`src/rtl/updown_counter_param.sv`:
```
// ----------------------------------------------------------------------------
// updown_counter_param
//   Parametrised up/down counter used as a timebase/event counter.
//   Configurable width and modulus, wrap or saturate at the limits,
//   parallel load, synchronous clear, enable prescaler, terminal-count
//   flag and a one-cycle limit-event pulse.
//
// Parameters
//   WIDTH     counter width in bits (2..32)
//   MAX_VAL   top of the count range; count stays in 0..MAX_VAL
//   PRESCALE  enabled clock cycles per count step (1 = every enabled cycle)
//   SATURATE  0 = wrap at the limits, 1 = hold at the limits
//
// Ports
//   clk       rising-edge clock
//   rst_n     asynchronous active-low reset
//   en        count enable; 0 freezes count and prescaler
//   dir       1 = count up, 0 = count down
//   clr       synchronous clear to 0 (highest priority, ignores en)
//   load      synchronous parallel load (ignores en)
//   load_val  value to load, clipped to MAX_VAL
//   count     current count (registered)
//   tc        terminal count for the current direction (combinational)
//   evt       registered pulse: the last step was taken from a limit
// ----------------------------------------------------------------------------
module updown_counter_param #(
  parameter int                WIDTH    = 8,
  parameter logic [WIDTH-1:0]  MAX_VAL  = {WIDTH{1'b1}},
  parameter int                PRESCALE = 1,
  parameter int                SATURATE = 0
) (
  input  logic             clk,
  input  logic             rst_n,
  input  logic             en,
  input  logic             dir,
  input  logic             clr,
  input  logic             load,
  input  logic [WIDTH-1:0] load_val,
  output logic [WIDTH-1:0] count,
  output logic             tc,
  output logic             evt
);

  localparam int               PSC_W   = (PRESCALE > 1) ? $clog2(PRESCALE) : 1;
  localparam logic [PSC_W-1:0] PSC_TOP = PSC_W'(PRESCALE - 1);

  logic [PSC_W-1:0] psc;

  // Next count for one step; the limit behaviour (wrap or hold) lives here.
  function automatic logic [WIDTH-1:0] step_val(input logic [WIDTH-1:0] cur,
                                                input logic             up);
    logic [WIDTH-1:0] nxt;
    if (up) begin
      if (cur == MAX_VAL)
        nxt = (SATURATE != 0) ? cur : '0;
      else
        nxt = cur + WIDTH'(1);
    end else begin
      if (cur == '0)
        nxt = (SATURATE != 0) ? cur : MAX_VAL;
      else
        nxt = cur - WIDTH'(1);
    end
    return nxt;
  endfunction

  // Loaded values above the modulus are clamped so count never leaves range.
  function automatic logic [WIDTH-1:0] clip_load(input logic [WIDTH-1:0] v);
    return (v > MAX_VAL) ? MAX_VAL : v;
  endfunction

  assign tc = dir ? (count == MAX_VAL) : (count == '0);

  always_ff @(posedge clk or negedge rst_n) begin
    if (!rst_n) begin
      count <= '0;
      psc   <= '0;
      evt   <= 1'b0;
    end else if (clr) begin
      count <= '0;
      psc   <= '0;
      evt   <= 1'b0;
    end else if (load) begin
      count <= clip_load(load_val);
      psc   <= '0;
      evt   <= 1'b0;
    end else if (en) begin
      if (psc == PSC_TOP) begin
        // tc is the "currently at the limit" flag, so a step taken with tc
        // high is exactly a step that wraps or saturates.
        psc   <= '0;
        count <= step_val(count, dir);
        evt   <= tc;
      end else begin
        psc   <= psc + PSC_W'(1);
        evt   <= 1'b0;
      end
    end else begin
      evt <= 1'b0;
    end
  end

endmodule

```
`config.mk`:
```
export PLATFORM = sky130hd
export DESIGN_NAME = updown_counter_param
export DESIGN_NICKNAME = d
export VERILOG_FILES = /design/src/rtl/updown_counter_param.sv
export SDC_FILE = /design/constraint.sdc
export NUM_CORES = 1
export LEC_CHECK = 0
export ABC_AREA = 0
export BUFFER_PORTS_ARGS = -buffer_cell sky130_fd_sc_hd__buf_2
export CAP_MARGIN = 10
export CORE_ASPECT_RATIO = 0.9
export CORE_UTILIZATION = 50
export CTS_BUF_LIST = sky130_fd_sc_hd__clkbuf_8 sky130_fd_sc_hd__clkbuf_16
export CTS_CLUSTER_DIAMETER = 60
export DETAILED_ROUTE_END_ITERATION = 6
export PLACE_DENSITY = 0.8
export SLEW_MARGIN = 10
export SYNTH_ARGS = -nofsm -noshare
export SYNTH_HDL_FRONTEND = slang
export SYNTH_SLANG_ARGS = --single-unit
```
`constraint.sdc`:
```
create_clock -name clk -period 2.6 [get_ports clk]
set_input_delay 0.65 -clock clk [delete_from_list [all_inputs] [get_ports clk]]
set_output_delay 0.65 -clock clk [all_outputs]
set_load 0.005 [all_outputs]
```
==> summary.md <==
| Metric | Value |
|---|---|
| Outcome | finished clean |
| TNS Setup | 0 ns |
| FF+latch count, synth | 9 |
| Final WL | 2150 microns |
| Final hold violation count | 0 |
| RSZ-0062 raised after global routing | false |
| CTS root buffer | clkbuf_8 |
| Clk sinks | 9 |
| CTS Buf Count | 3 |
| CP Capture Type | output pin |
| R2R depth | 6 |
| Multi-input combinational cell area | 562 sq um |
| Worst Clk Skew | 0.00259 ns |
| Setup violators final | 0 |
| Total grt overflow | 0 |
| Syn Area/Cell | 7.77 sq um |
| Initial antenna violation count | 0 |
| Max frequency | 416 MHz |
| Initial core utilization | 56.0% |
| GRT Overall Usage | 25.4% |
| Worst-path maximum fanout | 9 |
| Die ar. | 1860 sq um |
| Crit path from | count[1]$_DFFE_PN0P_ |
| Sequential Area | 225 sq um |
| Ys flop type | dfrtp_1 |
| Number of global-route vias before repair | 742 |
| Initial DRC count | 44 |
| Most frequent cell after synthesis | nor2_1 |
| R2R Path End | count[0]$_DFFE_PN0P_ |
| Slew Limit Fails | 0 |
| CTS clock-pin slew for the worst setup and hold paths | 0.05 ns |
| List of most frequent post-synthesis cells | nor2_1 (14), dfrtp_1 (9), a21oi_1 (8) |
| Vias after detailed routing | 919 |
| Final Cycle Share | 92.5% |
| Antenna cell count | 0 |
| Async set or reset register ratio after synthesis | 100% |
| Worst r2r src | count[1]$_DFFE_PN0P_ |
| First-pass GRT wire length | 3190 microns |
| Hold-fix buffers, CTS | 0 |
| Max-capacitance violation count | 0 |
| Die X | 45.4 microns |
| Worst vdd ir | 0.448 mV |
| Crit Path Class | reg -> out |
| Synth cell types | 38 |
| Nets | 146 |
| Final worst slack | 0.194 ns |
| Hpwl dp | 1610 microns |
| DRC Markers | 0 |
| CTS tree | built |
| # rows | 13 |
| Io pins | 24 |
| Post-CTS Repair Setup Buffers | 0 |
| Post-synth EDFFs | 0 |
| Post-route ant nets | 0 |
| Syn_nets | 126 |
| Core footprint | 1510 sq um |
| Layout cells sized above 1 | 27.3% |
| Pwr Density | 475 nW/um^2 |
| Port Buf Inserts | 23 |
| H-tree depth | 1 |
| Mapped cell area | 847 sq um |
| GPL Wtd Cong | 0.866 |
| Synth-to-Final Area Change | 17.7% |
| Worst EP arrival | 1.76 ns |
| Post-Place Setup Slack | 0.345 ns |
| Area fraction of the dominant cell type after synthesis | 26.6% |
| Worst relative slew slack | 72.5% |
| Fillers | 145 |
| Largest net degree at the start of global routing | 17 |
| Yosys warnings | 0 |
| Final min period | 2.41 ns |
| Crit start category | register |
| Worst Max-Slew Pin Slew | 0.412 ns |
| Final instance area | 997 sq um |
| Leading area contributor after synthesis | dfrtp_1 |
| Largest cells by area after synthesis | dfrtp_1 (27%), nor2_1 (6.2%), a21oi_1 (4.7%) |
| R2R setup slack | 0.69 ns |
| Leak | 0.000450 uW |
| Die H | 41.0 microns |
| DRT Pass-1 Iters | 4 |
| Worst skew pair latency | 0.23 ns |
| Syn Inst Count | 109 |
| Wire length per cell | 14.4 microns |
| Worst endpoint required time | 1.95 ns |
| PostCTS Resize Cnt | 0 |
| Placed Area | 952 sq um |
| Vias/cell | 6.13 |
| Clock Tree Buf Depth | 2 |
| Seq/Total Area, Yosys | 26.6% |
| HP Class | in -> async |
cell type report:
class,instances,share of cell area (%)
inverter,2,0.753
sequential,9,22.6
clock inverter,1,0.376
clock buffer,3,4.14
tap,22,2.76
timing repair buffer,25,13.0
multi-input combinational,88,56.3
cell usage in the layout (no fill, tap or decap), types with 2 or more instances in the layout:
| master | n |
|---|---|
| nand4_1 | 3 |
| xor2_1 | 2 |
| mux2i_1 | 2 |
| o21ai_0 | 6 |
| ha_1 | 3 |
| a221o_1 | 2 |
| inv_1 | 3 |
| a21oi_1 | 8 |
| xnor2_1 | 3 |
| clkbuf_8 | 3 |
| a221oi_1 | 2 |
| a21o_1 | 2 |
| a31oi_1 | 3 |
| nor2_1 | 14 |
| nand3_1 | 7 |
| dfrtp_1 | 9 |
| nand2_1 | 7 |
| buf_4 | 2 |
| nor3b_1 | 3 |
| nor3_1 | 5 |
| buf_2 | 23 |
critical path, stage by stage, from the launching register on:
cell	delay [ns]
dfrtp_1	0.50
ha_1	0.29
nand3_1	0.13
nor2_1	0.19
nand3_1	0.19
nand2_1	0.11
buf_2	0.11
metrics by stage:
stage / total power [uW] / utilization [%] / hold slack (ns) / cells
2_1_floorplan: 275 / - / 0.354 / 109
3_3_place_gp: 313 / 62.9 / 0.515 / 146
3_5_place_dp: 317 / 62.9 / 0.517 / 146
4_1_cts: 477 / 65.9 / 0.269 / 150
5_1_grt: 502 / 65.9 / 0.281 / 150
6_report: 474 / 65.9 / 0.265 / 150
where the power goes:
part	total [uW]	internal, uW	switching [uW]
sequential	171	150	21.2
combinational	145	66.7	78.7
clock	157	103	54.0
total	474	320	154
how the worst max path moves through the flow:
stage / endpoint / slack, ns / depth (start not counted)
2_1_floorplan: tc / 0.62 / 5
3_3_place_gp: tc / 0.40 / 6
3_5_place_dp: tc / 0.34 / 6
4_1_cts: tc / 0.22 / 6
5_1_grt: tc / 0.02 / 6
6_report: tc / 0.19 / 6
cell families (layout without fill, tap and decap cells):
group / Yosys count / after routing / share of synthesized area, %
and+or+nand+nor: 46 / 46 / 28.5
AOI/OAI and AO/OA: 31 / 31 / 24.5
buffers and inverters: 12 / 31 / 7.09
DFF: 9 / 9 / 26.6
xor gates and xnor gates: 5 / 5 / 5.17
adders and majority gates: 3 / 3 / 4.43
muxes: 3 / 3 / 3.69
registers in the layout, summed over array words and instances (netlist names):
signal,count
count,8
evt,1
layer usage:
layer  GRT usage, %  up-vias  part of all wire, %
met2           46.4       53                   49
met5              0        -                    0
met3           7.05       10                  8.2
met1           29.2      419                   41
met4           6.82        0                  1.8
li1               -      437                    -
Power figures use the tool's default switching activity.
